[config.mk]
export PLATFORM = sky130hd
export DESIGN_NAME = zxuno_regbus_ctrl_flat
export DESIGN_NICKNAME = d
export VERILOG_FILES = /design/src/rtl/zxuno_regbus_if.sv /design/src/rtl/zxuno_regbus_ctrl.sv /design/src/flat_wrapper.sv
export SDC_FILE = /design/constraint.sdc
export NUM_CORES = 1
export LEC_CHECK = 0
export CORE_MARGIN = 2
export CORE_UTILIZATION = 42
export DETAILED_ROUTE_END_ITERATION = 8
export GPL_TIMING_DRIVEN = 0
export PLACE_DENSITY = 0.86
export SYNTH_ARGS = -nofsm -noshare
export SYNTH_HDL_FRONTEND = slang
export SYNTH_SLANG_ARGS = --single-unit
[constraint.sdc]
create_clock -name clk -period 2.46 [get_ports clk]
set_input_delay 0.492 -clock clk [delete_from_list [all_inputs] [get_ports clk]]
set_output_delay 0.492 -clock clk [all_outputs]
set_load 0.02 [all_outputs]
[src/rtl/zxuno_regbus_if.sv]
// Z80 I/O-side and peripheral-side signals of the ZX-UNO register bus.
// The master modport drives the CPU and peripheral inputs. The slave modport is the controller.
interface zxuno_regbus_if #(
  parameter int NSRC = 8
);
  logic [15:0]       cpu_a;
  logic [7:0]        cpu_din;
  logic              cpu_iorq_n;
  logic              cpu_rd_n;
  logic              cpu_wr_n;
  logic              cpu_m1_n;
  logic [NSRC-1:0]   src_oe;
  logic [NSRC*8-1:0] src_dout;
  logic [7:0]        zxuno_addr;
  logic              zxuno_regrd;
  logic              zxuno_regwr;
  logic [7:0]        zxuno_regdata;
  logic              regaddr_changed;
  logic [7:0]        cpu_dout;
  logic              cpu_oe;
  logic              bus_conflict;

  modport master (
    output cpu_a, cpu_din, cpu_iorq_n, cpu_rd_n, cpu_wr_n, cpu_m1_n, src_oe, src_dout,
    input  zxuno_addr, zxuno_regrd, zxuno_regwr, zxuno_regdata, regaddr_changed,
           cpu_dout, cpu_oe, bus_conflict
  );

  modport slave (
    input  cpu_a, cpu_din, cpu_iorq_n, cpu_rd_n, cpu_wr_n, cpu_m1_n, src_oe, src_dout,
    output zxuno_addr, zxuno_regrd, zxuno_regwr, zxuno_regdata, regaddr_changed,
           cpu_dout, cpu_oe, bus_conflict
  );
endinterface

[src/rtl/zxuno_regbus_ctrl.sv]
// ZX-UNO register bus sequencer: decodes FC3Bh/FD3Bh and issues one strobe per Z80 I/O cycle.
// All outputs are registered. Read data follows the sources with 1 cycle of latency.
module zxuno_regbus_ctrl #(
  parameter int          NSRC       = 8,
  parameter logic [15:0] ADDRPORT   = 16'hFC3B,
  parameter logic [15:0] DATAPORT   = 16'hFD3B,
  parameter logic [7:0]  ADDR_RESET = 8'h00
) (
  input logic           clk,
  input logic           rst,
  zxuno_regbus_if.slave bus
);

  typedef enum logic [2:0] {IDLE, RD_ADDR, RD_DATA, WR_DONE, WAIT_END} state_t;
  state_t state;

  logic       hit_addr, hit_data, acc_ok, rd_hold, multi_oe, found;
  logic [7:0] sel_dout;

  assign hit_addr = (bus.cpu_a == ADDRPORT);
  assign hit_data = (bus.cpu_a == DATAPORT);
  // Requiring exactly one of rd_n/wr_n low rejects the illegal both-low case.
  assign acc_ok   = !bus.cpu_iorq_n && bus.cpu_m1_n && (hit_addr || hit_data)
                    && (bus.cpu_rd_n ^ bus.cpu_wr_n);
  assign rd_hold  = !bus.cpu_iorq_n && !bus.cpu_rd_n;
  assign multi_oe = |(bus.src_oe & (bus.src_oe - {{(NSRC-1){1'b0}}, 1'b1}));

  always_comb begin
    sel_dout = 8'hFF;
    found    = 1'b0;
    for (int k = 0; k < NSRC; k++) begin
      if (!found && bus.src_oe[k]) begin
        sel_dout = bus.src_dout[k*8 +: 8];
        found    = 1'b1;
      end
    end
  end

  always_ff @(posedge clk or posedge rst) begin
    if (rst) begin
      state               <= WAIT_END;
      bus.zxuno_addr      <= ADDR_RESET;
      bus.zxuno_regdata   <= 8'h00;
      bus.zxuno_regrd     <= 1'b0;
      bus.zxuno_regwr     <= 1'b0;
      bus.regaddr_changed <= 1'b0;
      bus.cpu_dout        <= 8'hFF;
      bus.cpu_oe          <= 1'b0;
      bus.bus_conflict    <= 1'b0;
    end else begin
      bus.zxuno_regwr     <= 1'b0;
      bus.regaddr_changed <= 1'b0;
      if (bus.zxuno_regrd && multi_oe)
        bus.bus_conflict <= 1'b1;

      case (state)
        IDLE: begin
          if (acc_ok) begin
            if (!bus.cpu_wr_n) begin
              state <= WR_DONE;
              if (hit_addr) begin
                bus.zxuno_addr      <= bus.cpu_din;
                bus.regaddr_changed <= 1'b1;
                bus.bus_conflict    <= 1'b0;
              end else begin
                bus.zxuno_regdata <= bus.cpu_din;
                bus.zxuno_regwr   <= 1'b1;
              end
            end else if (hit_addr) begin
              state        <= RD_ADDR;
              bus.cpu_oe   <= 1'b1;
              bus.cpu_dout <= bus.zxuno_addr;
            end else begin
              state           <= RD_DATA;
              bus.cpu_oe      <= 1'b1;
              bus.zxuno_regrd <= 1'b1;
              bus.cpu_dout    <= sel_dout;
            end
          end
        end
        RD_ADDR: begin
          if (rd_hold) begin
            bus.cpu_dout <= bus.zxuno_addr;
          end else begin
            state        <= IDLE;
            bus.cpu_oe   <= 1'b0;
            bus.cpu_dout <= 8'hFF;
          end
        end
        RD_DATA: begin
          if (rd_hold) begin
            bus.cpu_dout <= sel_dout;
          end else begin
            state           <= IDLE;
            bus.cpu_oe      <= 1'b0;
            bus.cpu_dout    <= 8'hFF;
            bus.zxuno_regrd <= 1'b0;
          end
        end
        WR_DONE:  state <= WAIT_END;
        WAIT_END: if (bus.cpu_iorq_n) state <= IDLE;
        default:  state <= WAIT_END;
      endcase
    end
  end

endmodule

[src/flat_wrapper.sv]
// flat-port wrapper written by rule: the top's interface ports become plain ports
module zxuno_regbus_ctrl_flat 
#(
  parameter int          NSRC       = 8,
  parameter logic [15:0] ADDRPORT   = 16'hFC3B,
  parameter logic [15:0] DATAPORT   = 16'hFD3B,
  parameter logic [7:0]  ADDR_RESET = 8'h00
)
  (clk, rst, bus_cpu_a, bus_cpu_din, bus_cpu_iorq_n, bus_cpu_rd_n, bus_cpu_wr_n, bus_cpu_m1_n, bus_src_oe, bus_src_dout, bus_zxuno_addr, bus_zxuno_regrd, bus_zxuno_regwr, bus_zxuno_regdata, bus_regaddr_changed, bus_cpu_dout, bus_cpu_oe, bus_bus_conflict);
  zxuno_regbus_if #(.NSRC(NSRC)) bus_i ();
  input logic clk;
  input logic rst;
  input wire logic [$bits(bus_i.cpu_a)-1:0] bus_cpu_a;
  input wire logic [$bits(bus_i.cpu_din)-1:0] bus_cpu_din;
  input wire logic [$bits(bus_i.cpu_iorq_n)-1:0] bus_cpu_iorq_n;
  input wire logic [$bits(bus_i.cpu_rd_n)-1:0] bus_cpu_rd_n;
  input wire logic [$bits(bus_i.cpu_wr_n)-1:0] bus_cpu_wr_n;
  input wire logic [$bits(bus_i.cpu_m1_n)-1:0] bus_cpu_m1_n;
  input wire logic [$bits(bus_i.src_oe)-1:0] bus_src_oe;
  input wire logic [$bits(bus_i.src_dout)-1:0] bus_src_dout;
  output wire logic [$bits(bus_i.zxuno_addr)-1:0] bus_zxuno_addr;
  output wire logic [$bits(bus_i.zxuno_regrd)-1:0] bus_zxuno_regrd;
  output wire logic [$bits(bus_i.zxuno_regwr)-1:0] bus_zxuno_regwr;
  output wire logic [$bits(bus_i.zxuno_regdata)-1:0] bus_zxuno_regdata;
  output wire logic [$bits(bus_i.regaddr_changed)-1:0] bus_regaddr_changed;
  output wire logic [$bits(bus_i.cpu_dout)-1:0] bus_cpu_dout;
  output wire logic [$bits(bus_i.cpu_oe)-1:0] bus_cpu_oe;
  output wire logic [$bits(bus_i.bus_conflict)-1:0] bus_bus_conflict;
  assign bus_i.cpu_a = bus_cpu_a;
  assign bus_i.cpu_din = bus_cpu_din;
  assign bus_i.cpu_iorq_n = bus_cpu_iorq_n;
  assign bus_i.cpu_rd_n = bus_cpu_rd_n;
  assign bus_i.cpu_wr_n = bus_cpu_wr_n;
  assign bus_i.cpu_m1_n = bus_cpu_m1_n;
  assign bus_i.src_oe = bus_src_oe;
  assign bus_i.src_dout = bus_src_dout;
  assign bus_zxuno_addr = bus_i.zxuno_addr;
  assign bus_zxuno_regrd = bus_i.zxuno_regrd;
  assign bus_zxuno_regwr = bus_i.zxuno_regwr;
  assign bus_zxuno_regdata = bus_i.zxuno_regdata;
  assign bus_regaddr_changed = bus_i.regaddr_changed;
  assign bus_cpu_dout = bus_i.cpu_dout;
  assign bus_cpu_oe = bus_i.cpu_oe;
  assign bus_bus_conflict = bus_i.bus_conflict;
  zxuno_regbus_ctrl #(.NSRC(NSRC), .ADDRPORT(ADDRPORT), .DATAPORT(DATAPORT), .ADDR_RESET(ADDR_RESET)) u_core (.clk(clk), .rst(rst), .bus(bus_i));
endmodule
==> results.md, run 1 <==
- Async S/R FF share, synth: 100%
- Most frequent cells in the layout: clkdlybuf4s50_1, nand2_1, nor2_1
- Antenna diodes: 0
- Crit start category: input port
- First-pass GRT wire length: 12800 um
- Share of layout cells above drive strength 1: 10.6%
- CTS root buffer: clkbuf_8
- Leakage power: 1.59 nW
- Setup TNS: 0 ns
- Commonest non-fill, non-tap cell in the layout: clkdlybuf4s50_1
- Number of global-route vias before repair: 2808
- Final Max Slew Viols: 0
- Crit. End Element: flip-flop
- Syn_area_per_cell: 7.98 um2
- Design Power: 0.00125 W
- Commonest register cell after synthesis: dfrtp_1
- Final setup viols: 0
- Fin area: 0.00385 mm2
- Area delta synth->final: 61.9%
- Deepest clock path buffer count: 2
- Req. time, crit path: 2.67 ns
- #FFs+latches synth: 32
- Initial DRC Count: 166
- Hold Path Class: flip-flop to flip-flop
- Critical path class: input port to flip-flop
- Post-layout nets: 534
- GRT Util Overall: 25.7%
- RSZ-0062 raised after global routing: no
- CTS tree: done
- WL per Instance: 16.1 um
- Clock Skews: 0.00684 ns
- Fraction of the yosys area taken by sequential cells: 34.1%
- Core Area: 0.00547 mm2
- Detailed Place HPWL: 6580 um
- Outcome: completed
- Worst slew pin tran: 0.653 ns
- Grt total ovfl: 0
- YS warnings: 0
- Worst VDD drop: 0.000256 V
- Slew Limit Headroom: 55.3%
- Remaining antenna violation count: 0
- Reg2reg setup slack: 0.63 ns
- Synth Cell Area: 0.00238 mm2
- Fill cell count: 492
- Setup Fix Bufs, Post-CTS: 0
- Mapped Cells: 298
- Chip width: 79.3 um
- Clk pin slew, worst setup/hold paths: 0.07 ns
- Placed Area: 0.00373 mm2
- Initial antenna violation count: 0
- Vias per Instance: 5.74
- Port buffer count: 126
- DRC viols: 0
- Tcrit/Tclk final: 95.9%
- Post-synth top area share: 24.2%
- Htree depth: 2
- Clock latency on the worst-skew pair: 0.28 ns
- WP data arrival: 2.57 ns
- 1st-pass router iterations: 4
- Layout Utilization: 70.3%
- Total of max-cap violations: 0
- Die area: 0.00628 mm2
- Total wire length: 8150 um
- Worst-path maximum fanout: 7
- Synth area leaders: dfrtp_1, dfstp_2, nand2_1
- Total CTS buffers: 5
- Hold_ws: 0.478 ns
- CTS resizes: 0
- Row Count: 27
- Pwr dens: 324 mW/mm2
- Top cell type by total area after synthesis: dfrtp_1
- Min Tclk post-route: 2.36 ns
- Post-CTS Hold Buffers: 0
- Fmax: 424 MHz
- Die Ht: 79.3 um
- Clk sinks: 32
- Post-synthesis cell type count: 57
- Syn nets: 400
- EDFF count, synth: 0
- Hold Fails Final Rpt: 0
- # IOs: 131
- Initial core utilization: 43.5%
- Routability cong.: 0.907
- Largest net degree at the start of global routing: 33
- Via count: 2898
==> logic make-up (layout without fill, tap and decap cells) <==
logic type / Yosys count / count (layout) / synth area share (%)
multiplexers: 10 / 10 / 4.63
XOR/XNOR: 2 / 2 / 0.737
AO/OA/AOI/OAI: 106 / 106 / 28.9
AND/OR/NAND/NOR: 121 / 121 / 26.1
buffers and inverters: 26 / 161 / 5.05
flip-flops: 32 / 32 / 34.1
adder cells (fa/ha/maj): 1 / 1 / 0.421
==> cells in the mapped netlist, drive strengths merged, types with 2 or more instances <==
cell type   n
nor3        2
xor2        2
mux2        8
nand4       3
and3        2
a2bb2oi     2
a21o        6
and4b       3
buf         6
o221ai      4
mux2i       2
a211o       3
nand4b      4
nand3       6
a32o        2
a31oi       9
o211ai      6
nor2b       5
nand2      47
dfrtp      23
o21ai      23
clkbuf      9
a211oi      3
a311o       2
a21oi      29
nor3b       2
nand2b      4
and4        2
o22ai       8
a221oi      2
and2        2
a221o       2
inv        11
dfstp       9
nor4        2
or2         2
or3         2
nor2       29
==> metal layers <==
metal	up-vias	global-route usage (%)	share of wire [%]
li1	1375	-	-
met1	1377	32.2	41
met2	124	43.2	50
met3	22	6.25	6.5
met4	0	8.62	2.4
met5	-	0	0
==> critical path, stage by stage <==
cell and delay [ns]:
clkdlybuf4s50_1 0.55, nor4_4 0.49, o211ai_1 0.31, a21oi_1 0.23
a21oi_1 0.08, a211oi_1 0.29, a31oi_1 0.12
==> where the power goes <==
part,switching (W),internal (W),leakage (nW)
sequential,0.0000000786,0.000527,0.409
combinational,0.000130,0.000197,1.13
clock,0.000198,0.000197,0.0479
==> area by class of cell <==
class                           instances  area, um2  area share (%)
Buffer                                 15       80.1            2.08
Sequential cell                        32        812            21.1
Clock buffer                            5       68.8            1.79
Clock inverter                          3       18.8           0.487
Tap cell                               72       90.1            2.34
Timing Repair Buffer                  127       1290            33.5
Inverter                               11       41.3            1.07
Multi-Input combinational cell        240       1450            37.7
==> state kept, by name, summed over array words and instances, names as in the netlist <==
signal and cells:
u_core.bus.regaddr_changed 1, u_core.bus.bus_conflict 1, u_core.bus.zxuno_regwr 1, u_core.bus.cpu_dout 8
u_core.state 3, u_core.bus.zxuno_addr 8, u_core.bus.zxuno_regdata 8, u_core.bus.zxuno_regrd 1
u_core.bus.cpu_oe 1
==> per-stage QoR <==
step	std cells	setup slack (ns)
2_1_floorplan	298	0.594
3_3_place_gp	496	-0.0914
3_5_place_dp	496	-0.174
4_1_cts	504	0.0987
5_1_grt	505	0.0238
6_report	505	0.0996
==> path summary, 6_finish.rpt <==
check / start / to / cells past startpoint
worst min-delay path: u_core.bus.zxuno_regdata[6]$_DFFE_PP0P_ / u_core.bus.zxuno_regdata[6]$_DFFE_PP0P_ / 2
worst max-delay path: bus_src_oe[2] / u_core.bus.cpu_dout[0]$_DFFE_PP1P_ / 7
worst max register to register: u_core.state[1]$_DFFE_PP0P_ / u_core.bus.zxuno_addr[5]$_DFFE_PP0P_ / 5
worst min register to register: u_core.bus.zxuno_regdata[6]$_DFFE_PP0P_ / u_core.bus.zxuno_regdata[6]$_DFFE_PP0P_ / 2
min in group asynchronous: rst / u_core.bus.zxuno_regdata[7]$_DFFE_PP0P_ / 2
max in group asynchronous: rst / u_core.state[2]$_DFFE_PP1P_ / 3
Note: power is estimated with default switching activity, not from simulation.
==> inputs of run 2 (changes only) <==
Settings changed: SETUP_SLACK_MARGIN set to 0.1.
==> results.md, run 2 (same netlist as run 1, synthesis figures left out) <==
- Outcome: completed
- Min Tclk post-route: 2.21 ns (-0.146 ns)
- Clock Skews: 0.00821 ns (+0.00137 ns)
- Htree depth: 2 (unchanged)
- Routability cong.: 0.907 (unchanged)
- Placed Area: 0.00373 mm2 (unchanged)
- Grt total ovfl: 0 (unchanged)
- Worst VDD drop: 0.000255 V (-0.27%)
- Worst slew pin tran: 0.661 ns (+0.00851 ns)
- Top delay family on crit path: compound AO/OA/AOI/OAI gates
- CP bufs+invs: 2 (+1)
- Setup TNS: 0 ns (unchanged)
- Area delta synth->final: 62.8%
- Tcrit/Tclk final: 90.0% (-5.9 points)
- WP data arrival: 2.42 ns (-0.15 ns)
- Number of global-route vias before repair: 2803 (-0.18%)
- Via count: 2948 (+1.7%)
- Layout Utilization: 70.8% (+0.41 points)
- Master of the slowest instance on the critical path: clkdlybuf4s50_1
- GR met3 Demand/Resource: 6.25% (unchanged)
- Total of max-cap violations: 0 (unchanged)
- Top Registers: u_core.bus.cpu_dout (8), u_core.bus.zxuno_addr (8), u_core.bus.zxuno_regdata (8)
- Fmax: 452 MHz (+6.6%)
- Total wire length: 8150 um (about the same)
- Pwr dens: 323 mW/mm2 (-0.38%)
- Hold Fails Final Rpt: 0 (unchanged)
- Req. time, crit path: 2.67 ns (about the same)
- Slew Limit Headroom: 54.8% (-0.58 points)
- Most frequent cells in the layout: clkdlybuf4s50_1, nand2_1, nor2_1
- Initial antenna violation count: 0 (unchanged)
- Final Max Slew Viols: 0 (unchanged)
- Most used cell along the critical path: a21oi_1
- RSZ-0062 raised after global routing: yes
- Port buffer count: 126 (unchanged)
- 1st-pass router iterations: 5 (+1)
- Clk pin slew, worst setup/hold paths: 0.07 ns (about the same)
- Clock latency on the worst-skew pair: 0.29 ns (about the same)
- Vias per Instance: 5.80 (+1.1%)
- Total CTS buffers: 5 (unchanged)
- Post-CTS Hold Buffers: 0 (unchanged)
- Die area: 0.00628 mm2 (unchanged)
- Crit path cell chain: clkdlybuf4s50_1 -> nor4_4 -> buf_4 -> o211ai_1 -> a21oi_1 -> a21oi_1 -> a211oi_1 -> a31oi_1
- Remaining antenna violation count: 0 (unchanged)
- Antenna diodes: 0 (unchanged)
- GR peak layer: met2
- WL per Instance: 16.0 um (-0.54%)
- Initial core utilization: 43.5% (unchanged)
- Leakage power: 1.60 nW (+0.94%)
- Row Count: 27 (unchanged)
- Global Route met1 Usage: 32.4% (+0.14 points)
- First-pass GRT wire length: 12800 um (about the same)
- Hold Path Class: input port to async pin
- Chip width: 79.3 um (unchanged)
- Clk sinks: 32 (unchanged)
- Detailed Place HPWL: 6580 um (unchanged)
- Die Ht: 79.3 um (unchanged)
- DRC viols: 0 (unchanged)
- Critical path class: input port to flip-flop
- Post-layout nets: 537 (+0.56%)
- GRT Util Overall: 25.7% (unchanged)
- CTS root buffer: clkbuf_8
- Core Area: 0.00547 mm2 (unchanged)
- Deepest clock path buffer count: 2 (unchanged)
- # IOs: 131 (unchanged)
- Initial DRC Count: 189 (+14%)
- Largest net degree at the start of global routing: 33 (unchanged)
- CP peak stage delay: 0.55 ns (about the same)
- CTS tree: done
- Worst-path maximum fanout: 7 (unchanged)
- Met2 Use GR: 43.1% (-0.17 points)
- Crit start category: input port
- Final setup viols: 0 (unchanged)
- Crit. End Element: flip-flop
- Share of layout cells above drive strength 1: 11.2% (+0.61 points)
- Fin area: 0.00387 mm2 (+0.58%)
- Commonest non-fill, non-tap cell in the layout: clkdlybuf4s50_1
==> run 2: layout make-up <==
class,count,area (um2)
fill,489,1600
multi-input combinational,240,1450
timing repair buffer,130,1310
sequential,32,812
tap,72,90.1
buffer,15,80.1
clock buffer,5,68.8
inverter,11,41.3
clock inverter,3,18.8
==> run 2: path summary, 6_finish.rpt <==
check                                                         from                                       to  slack, ns  depth (start not counted)
min in group clk           u_core.bus.zxuno_regdata[5]$_DFFE_PP0P_  u_core.bus.zxuno_regdata[5]$_DFFE_PP0P_       0.48                          2
hold reg to reg            u_core.bus.zxuno_regdata[5]$_DFFE_PP0P_  u_core.bus.zxuno_regdata[5]$_DFFE_PP0P_       0.48                          2
setup / recovery                                     bus_src_oe[2]       u_core.bus.cpu_dout[0]$_DFFE_PP1P_       0.25                          8
hold / removal                                                 rst  u_core.bus.zxuno_regdata[7]$_DFFE_PP0P_       0.48                          2
setup reg to reg                       u_core.state[1]$_DFFE_PP0P_     u_core.bus.zxuno_addr[5]$_DFFE_PP0P_       0.61                          5
max in group asynchronous                                      rst              u_core.state[2]$_DFFE_PP1P_       1.44                          3
==> run 2: what timing repair did <==
action	4_1_cts	5_1_grt
setup buffers	0	3
resized for setup	1	3
pin swaps	0	2
setup endpoints to repair	1	7
==> run 2: metal layers <==
layer  routed length, um  share of wire (%)
met5                   0                  0
met4                 222                2.7
met3                 571                7.0
met2                4030                 49
met1                3330                 41
==> run 2: power by group <==
| part | switching, W | leakage, nW | total [W] | internal, W |
|---|---|---|---|---|
| combinational | 0.000130 | 1.14 | 0.000328 | 0.000198 |
| clock | 0.000200 | 0.0479 | 0.000397 | 0.000197 |
| sequential | 0.0000000788 | 0.409 | 0.000527 | 0.000527 |
| total | 0.000330 | 1.60 | 0.00125 | 0.000921 |
==> run 2: metrics by stage <==
stage               cells  total power [W]  hold WS (ns)  setup slack [ns]
global placement      496         0.000848         0.454           -0.0914
detailed placement    496         0.000853         0.466            -0.174
finish                508          0.00125         0.478             0.245
floorplan             298         0.000655         0.531             0.594
CTS                   504          0.00125         0.481             0.127
global route          508          0.00132         0.505            0.0861
